**config.mk**
```make
export PLATFORM = sky130hd
export DESIGN_NAME = scc_channel_scheduler
export DESIGN_NICKNAME = d
export VERILOG_FILES = /design/src/rtl/scc_pkg.sv /design/src/rtl/scc_channel_counter_step.sv /design/src/rtl/scc_channel_scheduler.sv
export SDC_FILE = /design/constraint.sdc
export NUM_CORES = 1
export LEC_CHECK = 0
export BUFFER_PORTS_ARGS = -buffer_cell sky130_fd_sc_hd__buf_2
export CORE_MARGIN = 5
export CORE_UTILIZATION = 45
export DETAILED_ROUTE_END_ITERATION = 6
export HOLD_SLACK_MARGIN = 0.06
export PLACE_DENSITY_LB_ADDON = 0.3
export SYNTH_ARGS = -nofsm -noshare
export SYNTH_HDL_FRONTEND = slang
export SYNTH_SLANG_ARGS = --single-unit
export TNS_END_PERCENT = 5
```
**constraint.sdc**
```tcl
create_clock -name clk -period 3.95 [get_ports clk]
set_input_delay 0.1975 -clock clk [delete_from_list [all_inputs] [get_ports clk]]
set_output_delay 0.1975 -clock clk [all_outputs]
set_load 0.005 [all_outputs]
```
**src/rtl/scc_pkg.sv**
```systemverilog
// Shared constants for the SCC channel scheduler and its counter step.
package scc_pkg;
   localparam int SCC_CH_NUM          = 6;
   localparam int SCC_FREQ_BITS       = 12;
   localparam int SCC_ADDR_BITS       = 5;
   localparam int SCC_MIN_FREQ        = 9;
   localparam int SCC_SLOT_IDLE_FIRST = 6;
   localparam int SCC_SLOT_BITS       = 3;

   function automatic logic scc_slot_is_channel(input logic [SCC_SLOT_BITS-1:0] slot);
      return slot < SCC_SLOT_BITS'(SCC_SLOT_IDLE_FIRST);
   endfunction
endpackage

```
**src/rtl/scc_channel_counter_step.sv**
```systemverilog
// Shared frequency down-counter and wave-address incrementer for one channel visit.
module scc_channel_counter_step
   import scc_pkg::*;
#(
   parameter int FREQ_BITS = SCC_FREQ_BITS,
   parameter int ADDR_BITS = SCC_ADDR_BITS,
   parameter int MIN_FREQ  = SCC_MIN_FREQ
) (
   input  logic [FREQ_BITS-1:0] cnt,
   input  logic [ADDR_BITS-1:0] addr,
   input  logic [FREQ_BITS-1:0] freq,
   input  logic                 enable,
   output logic [FREQ_BITS-1:0] cnt_next,
   output logic [ADDR_BITS-1:0] addr_next
);

   // Frequencies below MIN_FREQ halt the channel without touching its phase.
   always_comb begin
      cnt_next  = cnt;
      addr_next = addr;
      if (enable && (freq >= FREQ_BITS'(MIN_FREQ))) begin
         if (cnt == '0) begin
            cnt_next  = freq;
            addr_next = addr + ADDR_BITS'(1);
         end else begin
            cnt_next  = cnt - FREQ_BITS'(1);
         end
      end
   end

endmodule

```
**src/rtl/scc_channel_scheduler.sv**
```systemverilog
// SCC 8-slot channel sequencer with one time-shared counter/address datapath.
// Optional: SCC_FREQ_WR_RESET_EN makes freq_wr[n] restart channel n's period.
module scc_channel_scheduler
   import scc_pkg::*;
#(
   parameter int CH_NUM    = SCC_CH_NUM,
   parameter int FREQ_BITS = SCC_FREQ_BITS,
   parameter int ADDR_BITS = SCC_ADDR_BITS,
   parameter int MIN_FREQ  = SCC_MIN_FREQ
) (
   input  logic                        clk,
   input  logic                        nreset,
   input  logic                        clk_en,
   input  logic [CH_NUM*FREQ_BITS-1:0] freq,
   input  logic [CH_NUM-1:0]           ch_enable,
   input  logic [CH_NUM-1:0]           freq_wr,
   output logic [2:0]                  active,
   output logic [ADDR_BITS-1:0]        wave_addr,
   output logic                        addr_valid,
   output logic                        slot_end
);

   logic [2:0]           slot_q, slot_d;
   logic [FREQ_BITS-1:0] cnt_q [CH_NUM];
   logic [FREQ_BITS-1:0] cnt_d [CH_NUM];
   logic [ADDR_BITS-1:0] addr_q [CH_NUM];
   logic [ADDR_BITS-1:0] addr_d [CH_NUM];
   logic [ADDR_BITS-1:0] wave_addr_q, wave_addr_d;
   logic                 addr_valid_q, addr_valid_d;
   logic                 slot_end_q, slot_end_d;

   logic                 slot_live, new_live, step_en;
   logic [2:0]           ch_idx, new_idx;
   logic [FREQ_BITS-1:0] step_cnt;
   logic [ADDR_BITS-1:0] step_addr;

   always_comb begin
      slot_live = slot_q < 3'(CH_NUM);
      ch_idx    = slot_live ? slot_q : 3'd0;
`ifdef SCC_FREQ_WR_RESET_EN
      step_en   = slot_live && ch_enable[ch_idx] && !freq_wr[ch_idx];
`else
      step_en   = slot_live && ch_enable[ch_idx];
`endif
   end

`ifndef SCC_FREQ_WR_RESET_EN
   logic unused_freq_wr;
   assign unused_freq_wr = ^freq_wr;
`endif

   scc_channel_counter_step #(
      .FREQ_BITS (FREQ_BITS),
      .ADDR_BITS (ADDR_BITS),
      .MIN_FREQ  (MIN_FREQ)
   ) u_step (
      .cnt       (cnt_q[ch_idx]),
      .addr      (addr_q[ch_idx]),
      .freq      (freq[ch_idx*FREQ_BITS +: FREQ_BITS]),
      .enable    (step_en),
      .cnt_next  (step_cnt),
      .addr_next (step_addr)
   );

   // Outputs look at the slot being entered, using its address after this edge's update.
   always_comb begin
      slot_d       = slot_q;
      cnt_d        = cnt_q;
      addr_d       = addr_q;
      wave_addr_d  = wave_addr_q;
      addr_valid_d = addr_valid_q;
      slot_end_d   = 1'b0;
      new_live     = 1'b0;
      new_idx      = 3'd0;
      if (clk_en) begin
         slot_d     = slot_q + 3'd1;
         slot_end_d = (slot_q == 3'd7);
         if (slot_live) begin
            cnt_d[ch_idx]  = step_cnt;
            addr_d[ch_idx] = step_addr;
         end
         new_live     = slot_d < 3'(CH_NUM);
         new_idx      = new_live ? slot_d : 3'd0;
         wave_addr_d  = new_live ? addr_d[new_idx] : '0;
         addr_valid_d = new_live && ch_enable[new_idx];
      end
`ifdef SCC_FREQ_WR_RESET_EN
      for (int n = 0; n < CH_NUM; n++) begin
         if (freq_wr[n]) cnt_d[n] = '0;
      end
`endif
   end

   always_ff @(posedge clk) begin
      if (!nreset) begin
         slot_q       <= 3'd0;
         wave_addr_q  <= '0;
         addr_valid_q <= 1'b0;
         slot_end_q   <= 1'b0;
         for (int n = 0; n < CH_NUM; n++) begin
            cnt_q[n]  <= '0;
            addr_q[n] <= '0;
         end
      end else begin
         slot_q       <= slot_d;
         wave_addr_q  <= wave_addr_d;
         addr_valid_q <= addr_valid_d;
         slot_end_q   <= slot_end_d;
         for (int n = 0; n < CH_NUM; n++) begin
            cnt_q[n]  <= cnt_d[n];
            addr_q[n] <= addr_d[n];
         end
      end
   end

   assign active     = slot_q;
   assign wave_addr  = wave_addr_q;
   assign addr_valid = addr_valid_q;
   assign slot_end   = slot_end_q;

endmodule

```
# After elaboration in Yosys (flattened, before gate mapping)
# Index checks and enable logic that the tools add are counted.
[word_totals]
in_bits = 87
regBits = 112
[classes]
n_mux = 28
shifts = 1
n_bitwise = 2
addsub = 3
order_cmp = 8
multipliers = 1
n_eq_ne = 1
n_reduce_logical = 7
[ops]
columns = ["operator", "count"]
rows = [
  ["$bwmux 72", 1],
  ["$shiftx 72x8->12", 1],
  ["$mux 12", 5],
  ["$mux 30", 2],
  ["$mux 5", 8],
  ["$bmux 12 s3", 1],
  ["$demux 12 s3", 1],
  ["$bmux 5 s3", 2],
  ["$bwmux 30", 1],
  ["$demux 5 s3", 1],
  ["$ge 12x4->1 const B", 1],
  ["$logic_not 12->1", 1],
  ["$sub 12x1->12 const B", 1],
  ["$ge 4x4->1 const B", 2],
  ["$lt 3x4->1 const B", 2],
  ["$not 3->4", 2],
  ["$bmux 1 s3", 2],
  ["$lt 3x3->1 const B", 2],
  ["$mux 3", 2],
  ["$add 5x1->5 const B", 1],
  ["$mul 3x2->5 const B", 1],
  ["$logic_and 1x1->1", 4],
  ["$lt 4x1->1 const B", 1],
  ["$reduce_and 2->1", 2],
  ["3 further kinds", 4],
]

# Logic depth before layout (Yosys ltp)
# Gate-level depths: netlist (run 1).
[depth]
depth_word = 16
ltp_mapped = 17
mapped_depth_nobuf = 14

# Modules after synthesis
# A second synthesis (run 1) with hierarchy kept.
[hier_totals]
cells_unflattened = 780
hier_area_um2 = 6759.0
[modules_own_cells]
columns = ["module", "cells_per_inst", "area_per_inst_um2", "seq_area_each_um2", "n_inst"]
rows = [
  ["scc_channel_scheduler", 689, 6179.7, 2242.2, 1],
  ["scc_channel_counter_step", 91, 579.3, 0.0, 1],
]

# Worst setup path after synthesis (run 1)
# Ideal clock, no wire load.
[synth_path]
kind = "register -> register"
startpoint = "register slot_q[2] (netlist: active[2])"
endpoint = "register wave_addr_q[2] (netlist: wave_addr[2])"
synth_period_minus_slack_ps = 3678
arrival_time_ps = 3555
setup_slack_ps = 272
required_ps = 3827
path_stages_with_launch = 18
path_cell_list = "dfxtp_1 -> ha_1 -> nand2b_1 -> buf_2 -> buf_6 -> buf_2 -> mux4_2 -> inv_1 -> o22ai_1 -> inv_1 -> ha_1 -> nor3b_1 -> nand4_2 -> nor3_4 -> buf_6 -> nand4_1 -> a311oi_1 -> o21ai_1"
[synth_via]
elab_chain_len = 16
elab_cells_between_ends = 36
[synth_rtl]
columns = ["element", "line", "source"]
rows = [
  ["start: declaration", "scc_channel_scheduler.sv:23", "logic [2:0] slot_q, slot_d;"],
  ["start signal: assignment", "scc_channel_scheduler.sv:105", "slot_q <= slot_d;"],
  ["parallel branches: the longest is 15 deep, another holds $ge 12x4->1", "--", ""],
  ["$mux 5 *", "scc_channel_scheduler.sv:84", "wave_addr_d = new_live ? addr_d[new_idx] : '0;"],
  ["end signal: assignment", "scc_channel_scheduler.sv:106", "wave_addr_q <= wave_addr_d;"],
  ["end: declaration", "scc_channel_scheduler.sv:28", "logic [ADDR_BITS-1:0] wave_addr_q, wave_addr_d;"],
]
# Every way passes the cells marked *. The select of a mux whose other input is x is not followed.
# A chain may end at the register's enable or synchronous reset.

# Worst setup path after layout (run 1)
[layout_path]
startpoint = "register slot_q[1] (netlist: active[1])"
endpoint = "register cnt_q[48] in the netlist's numbering"
[layout_via]
elab_chain_len = 10
elab_cells_between_ends = 24
[layout_rtl]
columns = ["element", "line", "source"]
rows = [
  ["parallel branches: the longest is 10 deep, another holds $ge 12x4->1", "--", ""],
  ["end signal: indexed assignment", "scc_channel_scheduler.sv:110", "cnt_q[n] <= cnt_d[n];"],
  ["end: declaration", "scc_channel_scheduler.sv:24", "logic [FREQ_BITS-1:0] cnt_q [CH_NUM];"],
]
# Several ways; the timed one is not identified. The select of a mux whose other input is x is not followed.

==> metrics.cfg, run 1 <==
[floorplanning]
start_util_pct=45.8
die_x_um=131
ioPinCount=97
fp-row-count=44
die-area_mm2=0.0173
coreArea_mm2=0.0145
dieHeight_um=131

[clocking]
htreeDepth=3
cts_root_buffer=clkbuf_16
cts_buffers=9
clk_pin_slew_worst_paths_ns=0.08
cts.sinks=112
clk_latency_ns=0.36
post_cts_buffers=0
cts_tree=built
ctsLongestPathBuffers=2
cts_resized=0
hold_buffers=0

[sta]
hold_viol=0
finalMaxSlewViolations=0
final.period_utilization_pct=94.8
slew_headroom_pct=37.9
rsz0062_at_grt=no
tightest_slew_ns=0.932
tns_ns=0
setup_viol=0
fin_crit_ns=3.75
max_freq_mhz=267
skew_ns=0.0103

[critical_path]
cp-start-kind=flop
r2r-start=active[1]$_SDFFE_PN0P_
cp_data_required_time_ns=4.24
arrival_ns=4.03
cp-end-kind=flop
path_max_fanout=41
critical_path_class=reg2reg
cp-startpoint=active[1]$_SDFFE_PN0P_

[layout]
final_nets=1056
stdcell_count=1150
n_antenna_cell=0
area_growth_pct=14.8
post-route-util_pct=52.6
drive_gt1_share_pct=18.8

[synthesis]
postSynthAreaPerCell_um2=7.42
synth_edf_count=0
synth.area.mux_share_pct=6.45
synth-seq-area-share_pct=33.8
synth_cells=894
ys_ff_latch=112
synthXorXnorAreaFrac_pct=0.132
synthAdderAreaFrac_pct=1.51
synth_top_family_by_area=simple AND/OR/NAND/NOR gates
synth-compound-area-share_pct=25.4
synthSimpleGateAreaFrac_pct=26.0
synth.most_common_cell=nand2_1
synth.distinct_cells=67
synth_top_cell_by_area=dfxtp_1
synth_ff_type=dfxtp_1
synth.net_count=989
ys_top_cells_by_count=190 x nand2_1, 141 x a21oi_1, 112 x dfxtp_1, 40 x clkbuf_1
synth.cell_area_mm2=0.00663
yosys-top-cells-area=dfxtp_1 34%, nand2_1 11%, a21oi_1 11%
ys_warn_count=0
netlist.area_leader.share_pct=33.8
synthArstFlopShare_pct=0

[detailed_routing]
wl_per_cell_um=18.0
routed_wl_um=20700
drtAntennaViolNets=0
vias=6854
drt_first_pass_iters=5
drc=0
via_per_inst=5.96
drt_iter0_drc=718

[placed_design]
placed_cells=1134
portBuffers=90
place_hpwl_um=13700
finalWeightedCongestion=0.941

[power_and_ir_drop]
p_leak_nw=2.94
ir_worst_vdd_mv=0.293
cellPowerDensity_mw_per_mm2=423
fin_total_pwr_mw=3.22

[worst_hold_path]
hold_path.class=in2reg
holdCritStartpoint=ch_enable[5]

[grt]
grt_use_total_pct=22.8
grt_pass1_vias=5993
antenna_found_initial=0
grt_max_degree=58
gr-total-overflow=0
grt_pass1_wl_um=32700

[job]
cap_violations=0

[outcome]
outcome=finished, final reports clean

critical path, stage by stage (launching register included):
cell      delay [ns]
dfxtp_1         0.43
ha_1            0.20
nand2b_4        0.19
buf_4           0.42
mux4_2          0.60
a21oi_1         0.29
a31oi_1         0.13
o41a_1          0.38
buf_4           0.23
mux2i_1         0.23
or3_1           0.40
a21oi_1         0.14
area by class of cell:
type / instances / area, µm²
Tap cell: 184 / 230
Inverter: 24 / 90.1
Fill cell: 1396 / 6870
Sequential cell: 112 / 2240
Clock inverter: 6 / 72.6
Clock buffer: 10 / 239
Timing Repair Buffer: 130 / 763
Multi-Input combinational cell: 684 / 3980
cell families after synthesis:
group,count (synthesis)
AOI/OAI and AO/OA,279
buffers and inverters,98
adders and majority gates,8
muxes,29
DFF,112
xor gates and xnor gates,1
and+or+nand+nor,367
path summary, 6_finish.rpt:
check                           slack (ns)  depth (start not counted)                       to
worst max-delay path                  0.20                         11   cnt_q[48]$_SDFFE_PN0P_
worst min-delay path                  0.29                          4  addr_valid$_SDFFE_PN0P_
worst max register to register        0.20                         11   cnt_q[48]$_SDFFE_PN0P_
worst min register to register        0.46                          2   cnt_q[19]$_SDFFE_PN0P_
per-stage QoR:
| step | cell area [µm²] | hold slack, ns | setup slack [ns] |
|---|---|---|---|
| finish | 7610 | 0.294 | 0.204 |
| detailed placement | 7290 | 0.447 | 0.176 |
| global route | 7610 | 0.319 | 0.0138 |
| floorplan | 6630 | 0.433 | 0.272 |
| global placement | 7290 | 0.441 | 0.266 |
| CTS | 7600 | 0.302 | 0.168 |
metal layers:
metal  vias to the layer above  global-route usage [%]  routed length (µm)
met4                         0                    6.57                 381
met3                        33                    3.98                1730
met1                      3209                    32.9                9180
met5                         -                       0                   0
met2                       295                    35.0                9380
li1                       3317                       -                   -
layout by cell type, fill, tap and decap left out, types with 11 or more instances in the layout:
master and count:
nand3_1 37, or3_1 24, a211oi_1 26, buf_2 90
and3_1 16, mux4_2 11, nand2_1 190, a21oi_1 141
nor2_1 37, mux2i_1 18, inv_1 22, dfxtp_1 112
buf_4 39, nor3_1 16, o21ai_0 36
sequential cells by signal, indices dropped and copies added (netlist names):
signal,cells
slot_end,1
cnt_q,72
active,3
addr_q,30
wave_addr,5
addr_valid,1
power by group:
group | switching, mW | total [mW] | internal, mW
logic | 0.668 | 1.05 | 0.382
registers | 0.0260 | 1.20 | 1.18
clock network | 0.449 | 0.968 | 0.519
No activity file was read; power rests on OpenSTA's default activity.
==> run 2, diff against run 1 <==
--- a/config.mk
+++ b/config.mk
@@ -6,7 +6,6 @@
 export NUM_CORES = 1
 export LEC_CHECK = 0
 export BUFFER_PORTS_ARGS = -buffer_cell sky130_fd_sc_hd__buf_2
-export CORE_MARGIN = 5
 export CORE_UTILIZATION = 45
 export DETAILED_ROUTE_END_ITERATION = 6
 export HOLD_SLACK_MARGIN = 0.06
==> constraint.sdc (replaced) <==
create_clock -name clk -period 3.95 [get_ports clk]
set_input_delay 0 -clock clk [delete_from_list [all_inputs] [get_ports clk]]
set_output_delay 0 -clock clk [all_outputs]
set_load 0.005 [all_outputs]
==> run 2 against run 1 <==
Power grew 1.5%. Via count shrank 1.8%. Die area shrank 12%. Maximum frequency grew 1.3%. Clock power grew 4%. Combinational power is essentially flat. Sequential share of layout area is essentially flat. Core utilization is essentially flat. Non-clock buffer count shrank 8. Clock-buffer cell count grew 1. Flip-flop and latch count is the same. Worst setup slack gained 0.048 ns. Largest cell class unchanged.
==> metrics.cfg, run 2 (synthesis results as in run 1) <==
[sta]
rsz0062_at_grt=no
tns_ns=0
final.period_utilization_pct=93.6
skew_ns=0.00895
hold_viol=0
fin_crit_ns=3.70
max_freq_mhz=270
finalMaxSlewViolations=0
fin_ws_ns=0.252
tightest_slew_ns=0.945
setup_viol=0
slew_headroom_pct=37.0

[detailed_routing]
drc=0
drt_first_pass_iters=6
drt_iter0_drc=626
wl_per_cell_um=17.1
via_per_inst=5.90
drtAntennaViolNets=0
vias=6734
routed_wl_um=19600

[critical_path]
arrival_ns=3.97
cp_data_required_time_ns=4.22
reg2reg_depth=12
crit_chain=ha_2, inv_2, nand2_1, buf_4, a21oi_1, nor3_1, nand4_1, o41a_1, buf_12, and4_1, o31a_1, o31ai_1
r2r-start=active[1]$_SDFFE_PN0P_
path_max_fanout=30
cp-end-kind=flop
cp-start-kind=flop
timing.rr.end=wave_addr[4]$_SDFFE_PN0P_
cp-startpoint=active[1]$_SDFFE_PN0P_
r2r_slack_ns=0.25
max_stage_delay_ns=0.50
critical_path_class=reg2reg
slowest_stage=o41a_1

[grt]
grt_max_degree=70
gr-total-overflow=0
antenna_found_initial=0
grt_pass1_vias=5909
grt_use_total_pct=26.4
grt_pass1_wl_um=30800

[layout]
area_growth_pct=14.8
stdcell_count=1142
n_antenna_cell=0
largest_register=cnt_q
largest_register_ffs=72
layout_commonest_cell=nand2_1
mostFrequentLayoutCells=190 x nand2_1, 140 x a21oi_1, 112 x dfxtp_1, 90 x buf_2
drive_gt1_share_pct=18.5
final_nets=1048

[placed_design]
finalWeightedCongestion=0.945
portBuffers=90
placed_cells=1126
place_hpwl_um=12800
pre_cts_slack_ns=0.186

[clocking]
clk_pin_slew_worst_paths_ns=0.08
htreeDepth=3
cts_buffers=9
clk_latency_ns=0.36
ctsLongestPathBuffers=2
post_cts_buffers=0
cts.sinks=112
cts_tree=built
cts_root_buffer=clkbuf_16
cts_resized=0
hold_buffers=0

[floorplanning]
die_x_um=123
start_util_pct=45.8
die-area_mm2=0.0152
ioPinCount=97
coreArea_mm2=0.0145
fp-row-count=44
dieHeight_um=123

[job]
cap_violations=0

[worst_hold_path]
hold_depth=4
hold_path.class=in2reg
holdCritStartpoint=ch_enable[4]
holdPathEnd=addr_valid$_SDFFE_PN0P_

[power_and_ir_drop]
fin_total_pwr_mw=3.27
ir_worst_vdd_mv=0.231
cellPowerDensity_mw_per_mm2=429
p_leak_nw=2.91

[outcome]
outcome=finished, final reports clean

run 2: through the flow:
| step | util [%] | cell area [µm²] | hold slack [ns] |
|---|---|---|---|
| after floorplan | - | 6630 | 0.284 |
| after global placement | 50.1 | 7260 | 0.376 |
| after detailed placement | 50.1 | 7260 | 0.374 |
| after CTS | 52.3 | 7580 | 0.0951 |
| after global routing | 52.6 | 7610 | 0.141 |
| final | 52.6 | 7610 | 0.0821 |
run 2: final cells by class:
cell class	count	area, µm²
fill	1398	6870
inverter	24	90.1
timing repair buffer	122	732
tap	184	230
multi-input combinational	684	4000
clock buffer	11	243
clock inverter	5	78.8
sequential	112	2240
run 2: worst max-delay path, delay by kind of cell, from the launching register on:
kind	cells	cell delay [ns]
compound gates	4	1.04
fa+ha+maj	1	0.34
buf+inv	3	0.62
flops	1	0.43
simple gates	4	1.14
run 2: how the worst max path moves through the flow:
stage                                 to  slack [ns]
3_5_place_dp   wave_addr[4]$_SDFFE_PN0P_        0.19
3_3_place_gp      cnt_q[12]$_SDFFE_PN0P_        0.27
5_1_grt          addr_q[21]$_SDFFE_PN0P_        0.08
2_1_floorplan  wave_addr[2]$_SDFFE_PN0P_        0.27
6_report       wave_addr[4]$_SDFFE_PN0P_        0.25
4_1_cts        wave_addr[4]$_SDFFE_PN0P_        0.17
run 2: report_power, final:
group          total [mW]  switching (mW)  internal [mW]
Sequential           1.20          0.0254           1.18
Combinational        1.06           0.670          0.389
Clock                1.01           0.431          0.575
run 2: per-layer routing:
layer | vias to the layer above | wire length (µm) | GRT usage (%)
li1 | 3317 | - | -
met1 | 3134 | 8890 | 36.3
met2 | 264 | 8930 | 42.7
met3 | 19 | 1460 | 4.24
met4 | 0 | 276 | 7.15
met5 | - | 0 | 0
